$ cat src/rtl/store_seq_pkg.sv
// store_seq_pkg: shared definitions for the store sequencer.
//   state_t    : sequencer state encoding (IDLE / WRITE)
//   wr_t       : store size codes carried on wr0/wr1
//   byte_count : number of RAM bytes written for a given size code
package store_seq_pkg;

    typedef enum logic [0:0] {
        ST_IDLE  = 1'b0,
        ST_WRITE = 1'b1
    } state_t;

    typedef enum logic [1:0] {
        WR_NONE = 2'b00,
        WR_B1   = 2'b01,
        WR_B4   = 2'b10,
        WR_B8   = 2'b11
    } wr_t;

    function automatic logic [3:0] byte_count(input wr_t wr);
        case (wr)
            WR_B1:   return 4'd1;
            WR_B4:   return 4'd4;
            WR_B8:   return 4'd8;
            default: return 4'd0;
        endcase
    endfunction

endpackage

$ cat src/rtl/store_seq_arb.sv
// store_seq_arb: 2-way request arbiter producing a one-hot grant.
// Macro STORE_SEQ_RR_EN: when defined, round-robin arbitration with an
// internal priority pointer (requester 0 favoured after reset); when
// undefined, fixed priority with requester 0 always winning and no state.
// Ports:
//   clk, rst_n    : clock / sync active-low reset (round-robin build only)
//   req0, req1    : requests
//   enable        : arbitration allowed this cycle
//   grant[1:0]    : one-hot grant, bit i = requester i; zero when disabled
module store_seq_arb
    import store_seq_pkg::*;
(
`ifdef STORE_SEQ_RR_EN
    input  logic       clk,
    input  logic       rst_n,
`endif
    input  logic       req0,
    input  logic       req1,
    input  logic       enable,
    output logic [1:0] grant
);

`ifdef STORE_SEQ_RR_EN
    // prio1 set: requester 1 wins the next conflict
    logic prio1;

    always_ff @(posedge clk) begin
        if (!rst_n) begin
            prio1 <= 1'b0;
        end else if (enable && (req0 || req1)) begin
            // hand priority to whoever did not just win
            prio1 <= grant[0];
        end
    end

    always_comb begin
        grant = '0;
        if (enable) begin
            if (req0 && req1) begin
                grant = prio1 ? 2'b10 : 2'b01;
            end else begin
                grant = {req1, req0};
            end
        end
    end
`else
    always_comb begin
        grant = '0;
        if (enable) begin
            if (req0) begin
                grant = 2'b01;
            end else if (req1) begin
                grant = 2'b10;
            end
        end
    end
`endif

endmodule

$ cat src/rtl/store_sequencer.sv
// store_sequencer: serialises 1/4/8-byte stores from two requesters onto an
// 8-bit RAM write port, one byte per cycle, little-endian, addresses 16-bit
// modulo. Macro STORE_SEQ_RR_EN selects round-robin (defined) or fixed
// requester-0 priority (undefined) arbitration.
// Ports:
//   clk, rst_n                 : clock, synchronous active-low reset
//   req0/wr0/addr0/d0          : store request, size, start address, data (CPU)
//   req1/wr1/addr1/d1          : same for loader/debug requester
//   gnt0, gnt1                 : one-cycle capture pulse, aligned with byte 0
//   ram_we, ram_addr, ram_q    : registered byte write port
//   busy                       : high during every byte-write cycle
module store_sequencer
    import store_seq_pkg::*;
(
    input  logic        clk,
    input  logic        rst_n,
    input  logic        req0,
    input  logic [1:0]  wr0,
    input  logic [15:0] addr0,
    input  logic [63:0] d0,
    input  logic        req1,
    input  logic [1:0]  wr1,
    input  logic [15:0] addr1,
    input  logic [63:0] d1,
    output logic        gnt0,
    output logic        gnt1,
    output logic        ram_we,
    output logic [15:0] ram_addr,
    output logic [7:0]  ram_q,
    output logic        busy
);

    state_t      state, state_nxt;
    logic [2:0]  cnt, cnt_nxt;          // index of byte currently on the port
    logic [2:0]  last_idx, last_nxt;    // index of final byte of this store
    logic [63:0] data, data_nxt;
    logic        ram_we_nxt, gnt0_nxt, gnt1_nxt;
    logic [15:0] ram_addr_nxt;
    logic [7:0]  ram_q_nxt;

    logic        accept;
    logic [1:0]  grant;
    wr_t         wr_sel;
    logic [15:0] addr_sel;
    logic [63:0] d_sel;
    logic [2:0]  cnt_inc;

    // The edge that ends the last byte also samples requests, so a new store
    // can start without an idle cycle in between.
    assign accept  = (state == ST_IDLE) || (cnt == last_idx);
    assign cnt_inc = cnt + 3'd1;
    assign busy    = (state == ST_WRITE);

    store_seq_arb u_arb (
`ifdef STORE_SEQ_RR_EN
        .clk    (clk),
        .rst_n  (rst_n),
`endif
        .req0   (req0),
        .req1   (req1),
        .enable (accept),
        .grant  (grant)
    );

    always_comb begin
        wr_sel   = grant[1] ? wr_t'(wr1) : wr_t'(wr0);
        addr_sel = grant[1] ? addr1 : addr0;
        d_sel    = grant[1] ? d1 : d0;
    end

    always_comb begin
        state_nxt    = state;
        cnt_nxt      = cnt;
        last_nxt     = last_idx;
        data_nxt     = data;
        ram_we_nxt   = 1'b0;
        ram_addr_nxt = ram_addr;
        ram_q_nxt    = ram_q;
        gnt0_nxt     = 1'b0;
        gnt1_nxt     = 1'b0;

        if (!accept) begin
            cnt_nxt      = cnt_inc;
            ram_we_nxt   = 1'b1;
            ram_addr_nxt = ram_addr + 16'd1;
            ram_q_nxt    = data[{cnt_inc, 3'b000} +: 8];
        end else begin
            state_nxt = ST_IDLE;
            if (grant != 2'b00) begin
                gnt0_nxt = grant[0];
                gnt1_nxt = grant[1];
                if (wr_sel != WR_NONE) begin
                    state_nxt    = ST_WRITE;
                    cnt_nxt      = '0;
                    last_nxt     = 3'(byte_count(wr_sel) - 4'd1);
                    data_nxt     = d_sel;
                    ram_we_nxt   = 1'b1;
                    ram_addr_nxt = addr_sel;
                    ram_q_nxt    = d_sel[7:0];
                end
            end
        end
    end

    always_ff @(posedge clk) begin
        if (!rst_n) begin
            state    <= ST_IDLE;
            cnt      <= '0;
            last_idx <= '0;
            data     <= '0;
            ram_we   <= 1'b0;
            ram_addr <= '0;
            ram_q    <= '0;
            gnt0     <= 1'b0;
            gnt1     <= 1'b0;
        end else begin
            state    <= state_nxt;
            cnt      <= cnt_nxt;
            last_idx <= last_nxt;
            data     <= data_nxt;
            ram_we   <= ram_we_nxt;
            ram_addr <= ram_addr_nxt;
            ram_q    <= ram_q_nxt;
            gnt0     <= gnt0_nxt;
            gnt1     <= gnt1_nxt;
        end
    end

endmodule

$ cat config.mk
export PLATFORM = sky130hd
export DESIGN_NAME = store_sequencer
export DESIGN_NICKNAME = d
export VERILOG_FILES = /design/src/rtl/store_seq_pkg.sv /design/src/rtl/store_seq_arb.sv /design/src/rtl/store_sequencer.sv
export SDC_FILE = /design/constraint.sdc
export NUM_CORES = 1
export LEC_CHECK = 0
export BUFFER_PORTS_ARGS = -buffer_cell sky130_fd_sc_hd__buf_2
export CAP_MARGIN = 20
export CORE_ASPECT_RATIO = 1.1
export CORE_MARGIN = 3
export CORE_UTILIZATION = 40
export CTS_BUF_LIST = sky130_fd_sc_hd__clkbuf_8
export CTS_CLUSTER_DIAMETER = 200
export DETAILED_ROUTE_END_ITERATION = 10
export GPL_TIMING_DRIVEN = 0
export PLACE_DENSITY = 0.78
export SETUP_SLACK_MARGIN = 0.02
export SYNTH_ARGS = -nofsm -noshare
export SYNTH_HDL_FRONTEND = slang
export SYNTH_SLANG_ARGS = --single-unit
$ cat constraint.sdc
create_clock -name clk -period 3.4 [get_ports clk]
set_clock_uncertainty 0.1 [all_clocks]
set_input_delay 0.17 -clock clk [delete_from_list [all_inputs] [get_ports clk]]
set_output_delay 0.17 -clock clk [all_outputs]
set_load 0.005 [all_outputs]
==> results.cfg, run 1 <==
[placement]
preCtsSetupSlack_ns = -0.272
place.gp.congestion = 0.882
io_buffers = 195
dp_hpwl_mm = 13.7
dp_cells = 977
dpl_cell_area_um2 = 6470

[yosys]
synth_nets = 797
synth_edf_count = 0
synth_seq_area_share_pct = 36.7
synth-async-reset-ratio_pct = 0
synth_flop_cell = dfxtp_1
synth.distinct_cells = 54
synth_area_um2 = 5300
syn-instance-count = 625
synth_seq_cells = 97
yosysWarnings = 0
avgSynthCellArea_um2 = 8.47

[cts]
path_clk_slew_ns = 0.11
clock-root-buffer = clkbuf_8
clock-sinks = 97
cts_made_buffers = 9
htree_num_levels = 3
clock_latency_ns = 0.37
cts_tree = yes
cts.path.max_buffers = 2

[critical_path]
crit_required_ns = 3.55
setup.worst_path.class = reg2reg
path_delay_family = buffers and inverters
cp.buffers_inverters = 6
crit_top_cell = buf_6
cp_cell_sequence = buf_6 -> nor3_4 -> o21a_2 -> nor2_2 -> buf_6 -> nor2_4 -> mux2i_1 -> ha_1 -> buf_2 -> or2_1 -> clkbuf_4 -> a21oi_4 -> buf_12 -> buf_6 -> nor2_1 -> a311oi_1
timing.rr.start = cnt[0]
worstSetupStartpointType = register
crit_path_start = cnt[0]
critPathMaxStageDelay_ns = 0.35
crit_fanout = 10
slowest_stage = dfxtp_1
end_kind = register
critPathArrivalTime_ns = 3.47

[global_routing]
first_global_vias = 6386
track_usage_pct = 28.4
antenna_found_initial = 2
grt_pass1_wl_mm = 32.6
grt.overflow.total = 0
grt_start_max_net_pins = 16

[drt]
drc = 0
ant_nets = 0
drt_pass1_iterations = 8
drtIter0Drc = 650
via_per_inst = 5.75
wirelength_mm = 21.6
via_count = 6431
wl_per_cell_um = 19.3

[final_layout]
layout_commonest_cell = buf_2
design_area_um2 = 7990
syn_to_final_growth_pct = 50.8
fin_util_pct = 62.4
drive_above_1_share_pct = 30.7
final_cell_mix = 204 x buf_2, 173 x nand2_1, 121 x dlygate4sd3_1
fin_nets = 1127
fin_cells = 1119

[die]
io_pins = 196
die_h_um = 127
core_area_um2 = 12800
die_area_um2 = 14700
num_rows = 43
dieWidth_um = 116
floorplan.initialDensity_pct = 41.4

[power_and_ir_drop]
switching_share_pct = 32.9
switchingPower_mw = 1.10
power_frac_clock_pct = 25.4
power.density_nw_per_um2 = 420
cellLeakagePower_nw = 3.43
seqPwrFrac_pct = 42.1
internal_power_mw = 2.25
ir_drop_mv = 0.263
combPwrFrac_pct = 32.5

[timing]
fmax_mhz = 302
period_minus_slack_ns = 3.32
worst_slack_ns = 0.0846
finalHoldViolations = 0
slew_headroom_pct = 46.8
worst_pin_slew_ns = 0.798
post-route-period-util_pct = 97.5
final_max_slew_viol_count = 0
fin_hold_ws_ns = 0.0171
setup_viol = 0

[min_path]
hp-class = in2reg
hp-start = d1[11]

[run]
drv_cap = 0

[run_status]
outcome = finished clean
-- state kept, by name (all words and copies together) (netlist names) --
register / count
gnt1: 1
ram_q: 8
ram_we: 1
cnt: 3
last_idx: 2
data: 64
ram_addr: 16
gnt0: 1
busy: 1
-- power groups by stage --
stage | Combinational, mW | Sequential [mW] | Clock, mW
after detailed placement | 0.913 | 1.43 | 0
final | 1.09 | 1.41 | 0.850
after floorplan | 0.614 | 1.39 | 0
after global routing | 1.18 | 1.43 | 0.884
after global placement | 0.896 | 1.42 | 0
after CTS | 1.03 | 1.40 | 0.847
-- repair_timing --
| action | in CTS | in global routing |
|---|---|---|
| hold buffers | 121 | 0 |
| endpoints found under the hold margin | 63 | 0 |
| setup endpoints to repair | 68 | 71 |
| pin swaps | 0 | 1 |
| buffers inserted | 1 | 2 |
| gates resized for setup | 2 | 10 |
-- final timing paths --
kind | endpoint | slack [ns] | cells past startpoint
min reg2reg | ram_q[5] | 0.40 | 1
min | data[11] | 0.02 | 3
max | data[48] | 0.08 | 16
max reg2reg | data[48] | 0.08 | 16
-- Yosys cell counts (2+ instances only) --
cell type	count	area share (%)
or3_1	2	0.24
buf_2	13	1.2
o211ai_1	4	0.57
mux2_2	4	0.85
a311oi_2	21	6.0
a311oi_1	44	7.3
mux2i_1	4	0.76
nand4_1	3	0.35
nand2b_1	2	0.24
clkbuf_1	26	1.8
xor2_1	4	0.66
buf_6	10	2.1
a211oi_1	7	0.99
inv_1	6	0.43
nand3_1	12	1.1
a22oi_1	4	0.57
a221o_1	8	1.5
a22o_1	6	0.99
o21ai_0	6	0.57
dfxtp_1	97	37
nor3_1	8	0.76
o21a_1	2	0.28
ha_1	4	0.95
nor2_1	80	5.7
and4_1	2	0.33
a32oi_1	4	0.66
nand2_1	173	12
mux4_2	16	6.8
o22ai_1	3	0.35
xnor2_1	2	0.33
a221oi_1	2	0.33
buf_4	5	0.71
a21oi_1	20	1.9
-- stage by stage --
step                total power [mW]  TNS [ns]
floorplan                       2.01         0
global placement                2.32    -10.28
detailed placement              2.34    -12.11
CTS                             3.29         0
global route                    3.49   -0.0474
finish                          3.35         0
-- kinds of logic (layout without fill, tap and decap cells) --
group                      Yosys count  count (layout)  synth area share (%)
buffers and inverters               60             395                  6.33
other                                0               2                     0
adders and majority gates            4               4                 0.945
muxes                               24              24                  8.41
AOI/OAI and AO/OA                  139             139                  23.5
DFF                                 97              97                  36.7
xor gates and xnor gates             7               7                  1.30
and+or+nand+nor                    294             294                  22.9
-- tightest hold or removal path: stages --
cell	delay [ns]
buf_2	0.11
nand2_1	0.07
a311oi_2	0.09
-- area by class of cell --
type / instances / area [µm²]
fill: 1041 / 4820
multi-input combinational: 468 / 3050
timing repair buffer: 319 / 2220
sequential: 97 / 1940
buffer: 54 / 327
tap: 157 / 196
clock buffer: 13 / 179
clock inverter: 3 / 46.3
inverter: 6 / 22.5
antenna: 2 / 5.00
-- metal layers --
metal	wire length, µm	track usage, %
met1	8300	33.8
met2	10400	49.0
met3	1770	5.01
met4	1060	14.0
met5	0	0
Note: power is estimated with default switching activity, not from simulation.
==> run 2: changes to the inputs <==
- CORE_ASPECT_RATIO: 1.1 -> 0.8
- MAX_ROUTING_LAYER: default -> met4
==> run 2 against run 1 <==
Against the previous run: maximum frequency up 1.0%; register-to-register slack better by 0.03 ns; via count decreased by 0.61%; cell count grew 1.3%; utilization up 0.85 points; critical path type unchanged; critical endpoint is now data[19]; largest power group unchanged; highest routed layer unchanged.
==> results.cfg, run 2 (same netlist as run 1, synthesis figures left out) <==
[power_and_ir_drop]
power.density_nw_per_um2 = 402
cellLeakagePower_nw = 3.41
fin_total_pwr_mw = 3.19
power_frac_clock_pct = 21.6
seqPwrFrac_pct = 44.4
switchingPower_mw = 1.12
combPwrFrac_pct = 34.0
switching_share_pct = 35.0
internal_power_mw = 2.08
ir_drop_mv = 0.219

[die]
die_h_um = 109
io_pins = 196
die_area_um2 = 14700
floorplan.initialDensity_pct = 42.1
num_rows = 36
dieWidth_um = 135
core_area_um2 = 12600

[critical_path]
critPathArrivalTime_ns = 3.46
slowest_stage = a311oi_1
worstSetupStartpointType = register
crit_required_ns = 3.58
crit_top_cell = buf_2
cp_cell_sequence = buf_2 -> xnor2_2 -> o21a_4 -> nor2_2 -> buf_6 -> nor2_4 -> mux2i_1 -> ha_1 -> buf_2 -> or2_1 -> buf_2 -> a21oi_4 -> buf_4 -> buf_6 -> nor2_1 -> a311oi_1
setup.worst_path.class = reg2reg
crit_fanout = 10
critPathMaxStageDelay_ns = 0.31
end_kind = register

[timing]
worst_pin_slew_ns = 0.833
final_max_slew_viol_count = 0
worst_slack_ns = 0.118
post-route-period-util_pct = 96.5
fmax_mhz = 305
slew_headroom_pct = 44.5
period_minus_slack_ns = 3.28
fin_hold_ws_ns = 0.00564
finalSetupTns_ns = 0
setup_viol = 0
finalHoldViolations = 0

[global_routing]
first_global_vias = 6278
antenna_found_initial = 0
grt_start_max_net_pins = 16
grt.overflow.total = 0
track_usage_pct = 30.4
grt_pass1_wl_mm = 33.5

[drt]
wl_per_cell_um = 19.6
via_count = 6392
drtIter0Drc = 561
drt_pass1_iterations = 7
drc = 0
ant_nets = 0
wirelength_mm = 22.3
via_per_inst = 5.64

[final_layout]
largest_reg_flops = 64
layout_commonest_cell = buf_2
fin_nets = 1130
drive_above_1_share_pct = 30.2
largest-register = data
top_regs = data: 64 flops, ram_addr: 16 flops, ram_q: 8 flops
final_cell_mix = 207 x buf_2, 173 x nand2_1, 125 x dlygate4sd3_1
syn_to_final_growth_pct = 50.0

[cts]
clock-root-buffer = clkbuf_8
clock_latency_ns = 0.38
cts_made_buffers = 9
path_clk_slew_ns = 0.09
cts_tree = yes
cts.path.max_buffers = 2
htree_num_levels = 3
clock-sinks = 97

[run]
drv_cap = 0

[placement]
preCtsSetupSlack_ns = -0.208
io_buffers = 195
dp_hpwl_mm = 14.1
place.gp.congestion = 0.898

[min_path]
hp-class = in2reg

[run_status]
outcome = finished clean
run 2: repair_timing:
action	4_1_cts	5_1_grt
resized for setup	1	8
endpoints found under the setup margin	68	71
hold buffers	124	1
pin swaps	0	1
cloned	0	0
endpoints found under the hold margin	63	1
setup buffers	2	0
run 2: final timing paths:
path            start        to  slack, ns  cells after the start
min            d0[35]  data[35]      0.006                      3
max reg2reg    cnt[2]  data[19]       0.12                     16
min reg2reg  ram_q[1]  ram_q[1]       0.40                      1
max            cnt[2]  data[19]       0.12                     16
run 2: critical path: cells and delay by family, from the launching register on:
family,cells,cell delay (ns)
xor gates and xnor gates,1,0.23
and+or+nand+nor,4,0.51
DFF,1,0.30
muxes,1,0.12
adders and majority gates,1,0.19
AOI/OAI and AO/OA,3,0.70
buffers and inverters,6,1.00
run 2: stage by stage:
stage	cell area, µm²	utilization, %	instances
after floorplan	5300	-	625
after global placement	6480	51.6	991
after detailed placement	6480	51.6	991
after CTS	7900	62.9	1132
after global routing	7940	63.2	1133
final	7940	63.2	1134
run 2: power by group through the flow:
stage	sequential (mW)	clock [mW]	combinational (mW)
floorplan	1.39	0	0.614
global placement	1.43	0	0.911
detailed placement	1.43	0	0.923
CTS	1.41	0.682	1.04
global route	1.43	0.739	1.18
finish	1.42	0.689	1.09
run 2: metal layers:
metal	track usage, %	part of all wire, %	vias up
met3	6.18	9.5	65
li1	-	-	2934
met4	9.08	2.9	0
met1	38.8	40	2960
met2	49.3	47	433
met5	-	0	-
run 2: area by class of cell:
class,instances,area [µm²]
Fill cell,1061,4620
Multi-Input combinational cell,468,3040
Timing Repair Buffer,322,2240
Sequential cell,97,1940
Buffer,54,319
Tap cell,171,214
Clock buffer,9,124
Clock inverter,6,37.5
Inverter,6,22.5
Antenna cell,1,2.50
==> run 3: changes to the inputs <==
--- a/config.mk
+++ b/config.mk
@@ -7,2 +7,4 @@
 export LEC_CHECK = 0
+export ABC_AREA = 1
+export ABC_CLOCK_PERIOD_IN_PS = 3400
 export BUFFER_PORTS_ARGS = -buffer_cell sky130_fd_sc_hd__buf_2
@@ -17,3 +19,3 @@
 export MAX_ROUTING_LAYER = met4
-export PLACE_DENSITY = 0.78
+export PLACE_DENSITY = 0.77
 export SETUP_SLACK_MARGIN = 0.02
--- a/constraint.sdc
+++ b/constraint.sdc
@@ -4,2 +4,2 @@
 set_output_delay 0.17 -clock clk [all_outputs]
-set_load 0.005 [all_outputs]
+set_load 0.1 [all_outputs]
==> run 3 against run 2 <==
Against the previous run: hold slack better by 0.015 ns; sequential share of layout area up 2.1 points; worst setup slack better by 0.30 ns; cell count up 19%; largest power group is now combinational logic; highest routed layer unchanged.
==> results.cfg, run 3 <==
[cts]
path_clk_slew_ns = 0.09
clock-root-buffer = clkbuf_8
cts_resized = 0
cts_made_buffers = 9
cts.path.max_buffers = 2
ctsHoldBuffers = 0
clock_latency_ns = 0.37
htree_num_levels = 3
clock-sinks = 97
cts.repair_timing.setup_buffer_count = 0
cts_tree = yes

[timing]
final_max_slew_viol_count = 0
fmax_mhz = 335
post-route-period-util_pct = 87.8
rsz0062_at_grt = false
finalHoldViolations = 0
setup_viol = 0
period_minus_slack_ns = 2.98
worst_pin_slew_ns = 0.797
slew_headroom_pct = 46.8
finalSetupTns_ns = 0

[power_and_ir_drop]
switchingPower_mw = 1.48
seqPwrFrac_pct = 39.0
power_frac_clock_pct = 22.0
ir_drop_mv = 0.231
internal_power_mw = 2.12
fin_total_pwr_mw = 3.61
cellLeakagePower_nw = 3.87
combPwrFrac_pct = 39.0
power.density_nw_per_um2 = 492
switching_share_pct = 41.1

[yosys]
synth_top_area_cell = dfxtp_1
yosysWarnings = 0
synth_seq_cells = 97
synth_area_leaders = dfxtp_1 33%, nand2_1 23%, nand3_1 11%, nor2_1 8.9%, nand3_2 5.2%
synth_edf_count = 0
synth_seq_area_share_pct = 32.8
synth_flop_cell = dfxtp_1
synth_nets = 1133
synth-async-reset-ratio_pct = 0
syn-instance-count = 961
avgSynthCellArea_um2 = 6.17
yosysMostFrequentCell = nand2_1
synth_area_um2 = 5930
synth.distinct_cells = 32
synthTopCellsByCount = 356 x nand2_1, 140 x nor2_1, 126 x nand3_1
yosysTopAreaCellShare_pct = 32.8

[drt]
via_count = 6659
ant_nets = 0
drtIter0Drc = 557
drt_pass1_iterations = 5
via_per_inst = 4.92
wirelength_mm = 19.4
drc = 0
wl_per_cell_um = 14.3

[global_routing]
grt_pass1_wl_mm = 30.6
grt_start_max_net_pins = 15
track_usage_pct = 24.1
antenna_found_initial = 0
first_global_vias = 6127
grt.overflow.total = 0

[critical_path]
setup.worst_path.class = reg2reg
slowest_stage = dfxtp_1
cp_cell_sequence = buf_6 -> nor2_1 -> nand2_1 -> nand2_1 -> nand2_1 -> nand2_2 -> buf_6 -> nand2_4 -> buf_4 -> mux2i_1 -> ha_1 -> nor2_4 -> inv_2 -> buf_2 -> nor2_1 -> nor2_1
worstSetupStartpointType = register
critPathMaxStageDelay_ns = 0.34
crit_required_ns = 3.56
critPathArrivalTime_ns = 3.15
end_kind = register
crit_fanout = 10

[die]
dieWidth_um = 142
core_area_um2 = 14400
die_area_um2 = 16300
io_pins = 196
die_h_um = 115
floorplan.initialDensity_pct = 41.2
num_rows = 39

[final_layout]
largest_reg_flops = 64
largest-register = data
layout_commonest_cell = nand2_1
top_regs = data: 64 flops, ram_addr: 16 flops, ram_q: 8 flops
syn_to_final_growth_pct = 23.6
antenna_cells = 0
fin_nets = 1338
final_cell_mix = 356 x nand2_1, 222 x buf_2, 140 x nor2_1
drive_above_1_share_pct = 24.8

[placement]
io_buffers = 194
dp_hpwl_mm = 15.0
place.gp.congestion = 0.938

[run]
drv_cap = 0

[run_status]
outcome = finished clean

[min_path]
hp-class = in2reg
run 3: cell families after synthesis:
logic type	after synthesis	synth area share, %
AND/OR/NAND/NOR	666	48.9
buffers and inverters	104	9.02
flip-flops	97	32.8
AO/OA/AOI/OAI	81	6.99
XOR/XNOR	8	1.31
adder cells (fa/ha/maj)	4	0.845
multiplexers	1	0.169
run 3: final timing paths:
| path | slack [ns] | end | cells after the start | startpoint |
|---|---|---|---|---|
| worst max-delay path | 0.42 | data[34] | 16 | cnt[0] |
| worst min-delay path | 0.02 | data[57] | 5 | d0[57] |
| worst max register to register | 0.42 | data[34] | 16 | cnt[0] |
| worst min register to register | 0.37 | data[0] | 2 | data[0] |
run 3: routing by layer:
layer	part of all wire [%]	track usage (%)
met1	48	33.4
met3	8.6	5.28
met2	43	36.6
met5	0	-
met4	0.92	4.09
run 3: final cells by class:
cell class                 instances  area (µm²)
inverter                          39         146
tap                              184         230
timing repair buffer             194         971
clock inverter                     5        73.8
fill                            1541        7070
clock buffer                       9         124
buffer                            65         388
sequential                        97        1940
multi-input combinational        760        3450
run 3: critical path, delay by kind of cell, from the launching register on:
kind,cells,cell delay [ns]
simple gates,9,1.01
buf+inv,5,1.01
flops,1,0.34
mux,1,0.18
fa+ha+maj,1,0.26
run 3: per-stage QoR:
stage | hold WS, ns | cells | worst slack, ns | util, % | cell area [µm²]
2_1_floorplan | 0.232 | 961 | 0.706 | - | 5930
3_3_place_gp | 0.352 | 1339 | 0.181 | 49.5 | 7130
3_5_place_dp | 0.357 | 1339 | 0.184 | 49.5 | 7130
4_1_cts | 0.0102 | 1353 | 0.388 | 50.9 | 7320
5_1_grt | 0.0295 | 1353 | 0.173 | 50.9 | 7320
6_report | 0.0204 | 1353 | 0.416 | 50.9 | 7320
run 3: power by group through the flow:
stage | logic, mW | clock network [mW] | registers (mW)
3_5_place_dp | 1.40 | 0 | 1.42
5_1_grt | 1.56 | 0.851 | 1.42
6_report | 1.41 | 0.793 | 1.40
2_1_floorplan | 0.739 | 0 | 1.69
4_1_cts | 1.41 | 0.801 | 1.40
3_3_place_gp | 1.38 | 0 | 1.42
